[src/rtl/float_pack.sv]
// Shared definitions for the reduced-float arithmetic units: op codes, bias
// and the saturated maximum magnitude.
package float_pack;

  typedef enum logic [1:0] {
    OP_MUL = 2'b00,
    OP_ADD = 2'b01,
    OP_SUB = 2'b10,
    OP_RSV = 2'b11
  } op_code_e;

  function automatic int float_bias(input int n_exp);
    return (1 << (n_exp - 1)) - 1;
  endfunction

  // Largest representable magnitude: exponent 2^n_exp-2, mantissa all ones.
  function automatic logic [31:0] float_sat_max(input int n_exp, input int n_man);
    logic [31:0] e_max;
    e_max = (32'(1) << n_exp) - 32'd2;
    return (e_max << n_man) | ((32'(1) << n_man) - 32'd1);
  endfunction

endpackage

[src/rtl/float_unit_seq_if.sv]
// Request/response channels of the sequential float unit.
interface float_unit_seq_if
  import float_pack::*;
#(
  parameter int N_exposant = 8,
  parameter int N_mantisse = 23
) ();
  localparam int W = 1 + N_exposant + N_mantisse;

  // A transfer happens on a rising clk edge where valid && ready are both high;
  // the producer keeps its payload stable while valid is high and ready is low.
  logic           op_valid;
  logic           op_ready;
  op_code_e       op_code;
  logic [W-1:0]   op_a;
  logic [W-1:0]   op_b;
  logic           res_valid;
  logic           res_ready;
  logic [W-1:0]   res;
  logic           ovf;
  logic           unf;

  modport master (
    output op_valid, op_code, op_a, op_b, res_ready,
    input  op_ready, res_valid, res, ovf, unf
  );

  modport slave (
    input  op_valid, op_code, op_a, op_b, res_ready,
    output op_ready, res_valid, res, ovf, unf
  );
endinterface

[src/rtl/float_normalize.sv]
// Combinational leading-one detect, normalise shift, saturate/underflow and pack.
// mag has its unit bit at position 2*N_mantisse; exp_in is the biased exponent there.
module float_normalize
  import float_pack::*;
#(
  parameter int N_exposant = 8,
  parameter int N_mantisse = 23
) (
  input  logic                             sign,
  input  logic signed [N_exposant+1:0]     exp_in,
  input  logic [2*N_mantisse+1:0]          mag,
  input  logic                             force_zero,
  output logic [N_exposant+N_mantisse:0]   res,
  output logic                             ovf,
  output logic                             unf
);
  localparam int E    = N_exposant;
  localparam int M    = N_mantisse;
  localparam int W    = 1 + E + M;
  localparam int P    = 2 * M + 2;
  localparam int EMAX = (1 << E) - 2;
  localparam logic [31:0] SAT_FULL = float_sat_max(E, M);

  int           lead;
  int           exp_i;
  logic [P-1:0] norm;
  logic         unused_norm;

  always_comb begin
    lead = 0;
    for (int i = 0; i < P; i++) begin
      if (mag[i]) lead = i;
    end
    norm  = mag << (P - 1 - lead);
    exp_i = int'(exp_in) + lead - 2 * M;
    res   = '0;
    ovf   = 1'b0;
    unf   = 1'b0;
    if (force_zero) begin
      res = {sign, {(W-1){1'b0}}};
    end else if (mag == '0) begin
      res = '0;
    end else if (exp_i > EMAX) begin
      res = {sign, SAT_FULL[W-2:0]};
      ovf = 1'b1;
    end else if (exp_i < 1) begin
      res = {sign, {(W-1){1'b0}}};
      unf = 1'b1;
    end else begin
      res = {sign, exp_i[E-1:0], norm[P-2 -: M]};
    end
  end

  // The leading one and the truncated tail are dropped by design.
  assign unused_norm = ^{norm[P-1], norm[M:0]};

endmodule

[src/rtl/float_unit_seq.sv]
// Multi-cycle reduced-float mul/add/sub: IDLE -> UNPACK -> EXEC -> NORM -> DONE,
// with an LSB-first shift-add multiplier sharing the EXEC state.
module float_unit_seq
  import float_pack::*;
#(
  parameter int N_exposant = 8,
  parameter int N_mantisse = 23
) (
  input  logic             clk,
  input  logic             reset,
  float_unit_seq_if.slave  bus,
  output logic [2:0]       state_dbg
);
  localparam int E      = N_exposant;
  localparam int M      = N_mantisse;
  localparam int W      = 1 + E + M;
  localparam int P      = 2 * M + 2;
  localparam int CW     = $clog2(M + 2);
  localparam int BIAS_I = float_bias(E);
  localparam logic signed [E+1:0] BIAS = BIAS_I[E+1:0];
  localparam logic [CW-1:0]       LAST = CW'(M);

  localparam logic [2:0] S_IDLE   = 3'd0;
  localparam logic [2:0] S_UNPACK = 3'd1;
  localparam logic [2:0] S_EXEC   = 3'd2;
  localparam logic [2:0] S_NORM   = 3'd3;
  localparam logic [2:0] S_DONE   = 3'd4;

  typedef struct packed {
    logic         sign;
    logic [E-1:0] exp;
    logic [M-1:0] man;
  } float_t;

  logic [2:0]            state;
  float_t                a_r, b_r;
  op_code_e              opc;
  logic                  sign_r, eff_sub, zero_r;
  logic signed [E+1:0]   exp_r;
  logic [E-1:0]          diff;
  logic [P-1:0]          mcand, acc;
  logic [M:0]            mplier;
  logic [CW-1:0]         cnt;
  logic [W-1:0]          res_r;
  logic                  ovf_r, unf_r;

  logic                  za, zb, is_mul, sb_eff, a_ge;
  logic [M:0]            ma, mb, aligned;
  logic [M+1:0]          sum;
  logic signed [E+1:0]   esum;
  logic [W-1:0]          n_res;
  logic                  n_ovf, n_unf;

  // Exponent field 0 is zero whatever the mantissa holds.
  assign za      = (a_r.exp == '0);
  assign zb      = (b_r.exp == '0);
  assign ma      = za ? '0 : {1'b1, a_r.man};
  assign mb      = zb ? '0 : {1'b1, b_r.man};
  assign is_mul  = (opc == OP_MUL);
  assign sb_eff  = b_r.sign ^ (opc == OP_SUB);
  assign a_ge    = {a_r.exp, a_r.man} >= {b_r.exp, b_r.man};
  assign esum    = $signed({2'b00, a_r.exp}) + $signed({2'b00, b_r.exp}) - BIAS;

  assign aligned = (32'(diff) >= 32'(M + 2)) ? '0 : (mplier >> diff);
  assign sum     = eff_sub ? ({1'b0, mcand[M:0]} - {1'b0, aligned})
                           : ({1'b0, mcand[M:0]} + {1'b0, aligned});

  float_normalize #(.N_exposant(E), .N_mantisse(M)) u_norm (
    .sign       (sign_r),
    .exp_in     (exp_r),
    .mag        (acc),
    .force_zero (zero_r),
    .res        (n_res),
    .ovf        (n_ovf),
    .unf        (n_unf)
  );

  always_ff @(posedge clk or posedge reset) begin
    if (reset) begin
      state   <= S_IDLE;
      a_r     <= '0;
      b_r     <= '0;
      opc     <= OP_MUL;
      sign_r  <= 1'b0;
      eff_sub <= 1'b0;
      zero_r  <= 1'b0;
      exp_r   <= '0;
      diff    <= '0;
      mcand   <= '0;
      mplier  <= '0;
      acc     <= '0;
      cnt     <= '0;
      res_r   <= '0;
      ovf_r   <= 1'b0;
      unf_r   <= 1'b0;
    end else begin
      case (state)
        S_IDLE: begin
          if (bus.op_valid) begin
            a_r   <= bus.op_a;
            b_r   <= bus.op_b;
            opc   <= bus.op_code;
            state <= S_UNPACK;
          end
        end
        S_UNPACK: begin
          cnt <= '0;
          acc <= '0;
          if (is_mul) begin
            sign_r  <= a_r.sign ^ b_r.sign;
            exp_r   <= esum;
            zero_r  <= za | zb;
            eff_sub <= 1'b0;
            diff    <= '0;
            mcand   <= {{(P-M-1){1'b0}}, ma};
            mplier  <= mb;
          end else if (a_ge) begin
            sign_r  <= a_r.sign;
            exp_r   <= {2'b00, a_r.exp};
            zero_r  <= 1'b0;
            eff_sub <= a_r.sign ^ sb_eff;
            diff    <= a_r.exp - b_r.exp;
            mcand   <= {{(P-M-1){1'b0}}, ma};
            mplier  <= mb;
          end else begin
            sign_r  <= sb_eff;
            exp_r   <= {2'b00, b_r.exp};
            zero_r  <= 1'b0;
            eff_sub <= a_r.sign ^ sb_eff;
            diff    <= b_r.exp - a_r.exp;
            mcand   <= {{(P-M-1){1'b0}}, mb};
            mplier  <= ma;
          end
          state <= S_EXEC;
        end
        S_EXEC: begin
          if (is_mul) begin
            if (mplier[0]) acc <= acc + mcand;
            mcand  <= mcand << 1;
            mplier <= mplier >> 1;
            cnt    <= cnt + CW'(1);
            if (cnt == LAST) state <= S_NORM;
          end else begin
            // Sum lands with its unit bit at 2*M, same as the product.
            acc   <= {sum, {M{1'b0}}};
            state <= S_NORM;
          end
        end
        S_NORM: begin
          res_r <= n_res;
          ovf_r <= n_ovf;
          unf_r <= n_unf;
          state <= S_DONE;
        end
        S_DONE: begin
          if (bus.res_ready) state <= S_IDLE;
        end
        default: state <= S_IDLE;
      endcase
    end
  end

  assign bus.op_ready  = (state == S_IDLE);
  assign bus.res_valid = (state == S_DONE);
  assign bus.res       = res_r;
  assign bus.ovf       = ovf_r;
  assign bus.unf       = unf_r;
  assign state_dbg     = state;

endmodule

[src/flat_wrapper.sv]
// flat-port wrapper written by rule: the top's interface ports become plain ports
module float_unit_seq_flat import float_pack::*;
#(
  parameter int N_exposant = 8,
  parameter int N_mantisse = 23
)
  (clk, reset, state_dbg, bus_op_valid, bus_op_code, bus_op_a, bus_op_b, bus_res_ready, bus_op_ready, bus_res_valid, bus_res, bus_ovf, bus_unf);
  float_unit_seq_if #(.N_exposant(N_exposant), .N_mantisse(N_mantisse)) bus_i ();
  input  logic clk;
  input  logic reset;
  output logic [2:0] state_dbg;
  input wire logic [$bits(bus_i.op_valid)-1:0] bus_op_valid;
  input wire logic [$bits(bus_i.op_code)-1:0] bus_op_code;
  input wire logic [$bits(bus_i.op_a)-1:0] bus_op_a;
  input wire logic [$bits(bus_i.op_b)-1:0] bus_op_b;
  input wire logic [$bits(bus_i.res_ready)-1:0] bus_res_ready;
  output wire logic [$bits(bus_i.op_ready)-1:0] bus_op_ready;
  output wire logic [$bits(bus_i.res_valid)-1:0] bus_res_valid;
  output wire logic [$bits(bus_i.res)-1:0] bus_res;
  output wire logic [$bits(bus_i.ovf)-1:0] bus_ovf;
  output wire logic [$bits(bus_i.unf)-1:0] bus_unf;
  assign bus_i.op_valid = bus_op_valid;
  assign bus_i.op_code = bus_op_code;
  assign bus_i.op_a = bus_op_a;
  assign bus_i.op_b = bus_op_b;
  assign bus_i.res_ready = bus_res_ready;
  assign bus_op_ready = bus_i.op_ready;
  assign bus_res_valid = bus_i.res_valid;
  assign bus_res = bus_i.res;
  assign bus_ovf = bus_i.ovf;
  assign bus_unf = bus_i.unf;
  float_unit_seq #(.N_exposant(N_exposant), .N_mantisse(N_mantisse)) u_core (.clk(clk), .reset(reset), .bus(bus_i), .state_dbg(state_dbg));
endmodule
[config.mk]
export PLATFORM = sky130hd
export DESIGN_NAME = float_unit_seq_flat
export DESIGN_NICKNAME = d
export VERILOG_FILES = /design/src/rtl/float_pack.sv /design/src/rtl/float_unit_seq_if.sv /design/src/rtl/float_normalize.sv /design/src/rtl/float_unit_seq.sv /design/src/flat_wrapper.sv
export SDC_FILE = /design/constraint.sdc
export NUM_CORES = 1
export LEC_CHECK = 0
export CELL_PAD_IN_SITES_DETAIL_PLACEMENT = 2
export CELL_PAD_IN_SITES_GLOBAL_PLACEMENT = 2
export CORE_UTILIZATION = 41
export CTS_CLUSTER_SIZE = 28
export DETAILED_ROUTE_END_ITERATION = 8
export PLACE_DENSITY_LB_ADDON = 0.1
export SLEW_MARGIN = 0
export SYNTH_ARGS = -nofsm -noshare
export SYNTH_HDL_FRONTEND = slang
export SYNTH_SLANG_ARGS = --single-unit
[constraint.sdc]
create_clock -name clk -period 11.4 [get_ports clk]
set_input_delay 1.14 -clock clk [delete_from_list [all_inputs] [get_ports clk]]
set_output_delay 1.14 -clock clk [all_outputs]
set_load 0.02 [all_outputs]
==> summary.md <==
| Metric | Value |
|---|---|
| Layer with the highest usage | `met2` |
| Syn_nets | `2709` |
| Synthesized instance count | `2496` |
| DRC violations left | `0` |
| Fmax | `0.126 GHz` |
| Hold_ws | `0.491 ns` |
| Global route overflow | `0` |
| Die area | `0.0512 mm^2` |
| Met1 Usage GRT | `40.6%` |
| Global-route wire length before repair | `131000 um` |
| H-tree Lvls | `2` |
| Final HPWL DP | `63600 um` |
| Slowest cell on crit path | `nor2b_1` |
| Clock buffer depth | `3` |
| Number of global-route vias before repair | `22300` |
| Worst path required time | `11.82 ns` |
| Fin nets | `2739` |
| Area Overhead vs Synth | `13.2%` |
| Clock Latency Late Sink | `0.57 ns` |
| Resized Gates After CTS | `0` |
| Slew Limit Fails | `0` |
| Skew final | `0.0211 ns` |
| Crit. End Element | `flip-flop` |
| Core area | `0.0493 mm^2` |
| Post-synthesis sequential area ratio | `30.2%` |
| Minimum clock period | `7.94 ns` |
| CTS root buffer | `clkbuf_16` |
| Hold Buf Count CTS | `0` |
| Top-count cell post-synth | `nand2_1` |
| Starting DRT DRC Count | `1046` |
| Synthesis-stage register bit count | `249` |
| Number of flops mapped to enable cells by yosys | `0` |
| Dominant cells by area after synthesis | `dfrtp_1 30%, ha_1 8.2%, mux2i_1 5.8%, nand2_1 4.9%, o21ai_0 4.8%` |
| Initial antenna violation count | `1` |
| Total CTS buffers | `34` |
| Worst Path Arrival | `8.36 ns` |
| Vias | `20200` |
| Share of flip-flops with an asynchronous set or reset | `100%` |
| Most frequent cells after synthesis | `271 x nand2_1, 249 x dfrtp_1, 197 x o21ai_0, 187 x nor2_1, 164 x a21oi_1` |
| Post-synth top area share | `30.2%` |
| Setup WS pre-CTS | `3.62 ns` |
| Critical path class | `reg2reg` |
| Clk pin slew, worst setup/hold paths | `0.06 ns` |
| DRT Wirelength | `84000 um` |
| Max cap viols | `0` |
| Largest net degree at the start of global routing | `95` |
| Fin Setup TNS | `0 ns` |
| Worst path top cell family by delay | `simple AND/OR/NAND/NOR gates` |
| Critical path's most frequent cell | `inv_1` |
| Global placer's final weighted congestion | `0.906` |
| WP buf/inv | `3` |
| Die W | `226 um` |
| CP Launch Type | `flip-flop` |
| CTS tree | `built` |
| Die Ht | `226 um` |
| Cell Rows | `81` |
| Met2 Track Usage GR | `59.8%` |
| Max-slew headroom | `22.0%` |
| Port bufs | `108` |
| Largest area contributor in the netlist | `dfrtp_1` |
| Top Ports | `109` |
| Initial Util | `41.9%` |
| Hold crit path type | `reg2reg` |
| Grt met3 use | `3.69%` |
| Final Setup Violations | `0` |
| Tot GR Track Use | `33.0%` |
| Worst path max stage delay | `0.87 ns` |
| Setup WS post-layout | `3.46 ns` |
| Max FO, Critical Path | `22` |
| Post-synthesis cell area | `0.0206 mm^2` |
| RSZ-0062 raised after global routing | `false` |
| Antenna-violating nets left | `0` |
| Worst Tran Pin Value | `1.17 ns` |
| Post-Syn Area per Cell | `8.27 um^2` |
| Via density | `6.28` |
| Crit path cell chain | `nor4_1 -> nand4_1 -> nor2b_1 -> inv_1 -> ha_1 -> inv_1 -> ha_1 -> a21o_1 -> a21oi_1 -> o21ai_0 -> inv_1 -> fa_1 -> nor3b_1 -> o21ai_0 -> mux2i_1 -> o41ai_1 -> and2_1 -> nand2b_1 -> or2_2 -> a2111oi_0 -> a211oi_1` |
| Clock sink count | `249` |
| Antenna cells | `0` |
| Ys flop type | `dfrtp_1` |
| Drt pass-1 iters | `6` |
| Status | `completed` |
| Final Hold Viols | `0` |
| Synth unique cells | `88` |
| Setup bufs post-CTS | `0` |
| Share of layout cells above drive strength 1 | `7.49%` |
| Routed WL per cell | `26.1 um` |
| Synth warnings | `0` |
| Tcrit/Tclk final | `69.7%` |
-- placed cells by master, fill, tap and decap left out, types with 9 or more instances in the layout --
master and n:
nand4_1 26, nand2b_1 22, nand3_1 67, o211ai_1 23, nor2b_1 21, o21a_1 17
nor4_1 24, and3_1 16, a31oi_1 23, inv_1 104, a221oi_1 60, buf_4 28
dfrtp_1 249, a221o_1 13, or2_2 13, clkbuf_16 35, and2_1 19, o221ai_1 13
ha_1 136, nor2_1 184, clkbuf_8 9, xor2_1 40, xnor2_1 65, o21bai_1 14
a21oi_1 164, nor3_1 126, a21o_1 50, mux2i_1 119, o21ai_0 195, clkdlybuf4s50_1 108
nand2_1 271, o31ai_1 14, a211oi_1 16, o22ai_1 27, mux2_2 52, a22oi_1 17
-- kinds of logic (layout without fill, tap and decap cells) --
family          Yosys count  count (layout)  synth area share (%)
flops                   249             249                  30.2
simple gates            838             838                  19.0
fa+ha+maj               143             143                  8.92
compound gates          733             733                  23.3
buf+inv                 252             306                  4.92
mux                     176             176                  9.15
xor+xnor                105             105                  4.46
-- metrics by stage --
step                utilization [%]  instances  cell area, um^2
floorplan                         -       2496            20600
global placement               45.1       3154            22200
detailed placement             45.1       3154            22200
CTS                            47.4       3214            23400
global route                   47.4       3214            23400
finish                         47.4       3214            23400
-- sequential cells by signal (all words and copies together) (netlist names), 8 cells and up --
signal          cells
u_core.b_r         32
u_core.mplier      24
u_core.a_r         32
u_core.mcand       48
u_core.exp_r       10
u_core.acc         48
u_core.bus.res     32
u_core.diff         8
-- metal layers --
metal | wire (um) | up-vias | share of wire [%]
met1 | 36300 | 10500 | 43
li1 | - | 9237 | -
met2 | 43000 | 349 | 51
met3 | 2290 | 131 | 2.7
met5 | 0 | - | 0
met4 | 2450 | 0 | 2.9
-- final cells by class --
class,count,area [um^2]
clock buffer,50,1020
inverter,110,420
timing repair buffer,136,1290
tap,664,831
sequential,249,6230
fill,5496,25900
multi-input combinational,1995,13400
clock inverter,10,129
-- path summary, 6_finish.rpt --
check	slack [ns]	endpoint	startpoint	depth (start not counted)
max in group asynchronous	8.92	u_core.b_r[5]	reset	3
min in group asynchronous	1.06	u_core.b_r[28]	reset	2
setup / recovery	3.46	u_core.bus.res[12]	u_core.acc[47]	21
setup reg to reg	3.46	u_core.bus.res[12]	u_core.acc[47]	21
hold / removal	0.49	u_core.bus.res[24]	u_core.bus.res[24]	2
hold reg to reg	0.49	u_core.bus.res[24]	u_core.bus.res[24]	2
-- worst register-to-register path, delay by kind of cell (launching register included) --
kind | cells | cell delay (ns)
AND/OR/NAND/NOR | 7 | 3.56
AO/OA/AOI/OAI | 7 | 1.54
adder cells (fa/ha/maj) | 3 | 1.29
buffers and inverters | 3 | 0.61
flip-flops | 1 | 0.47
multiplexers | 1 | 0.34
Power is left out: the tool's default activity adds up to more than one toggle a clock period on the data nets, which glitch-free logic cannot reach.
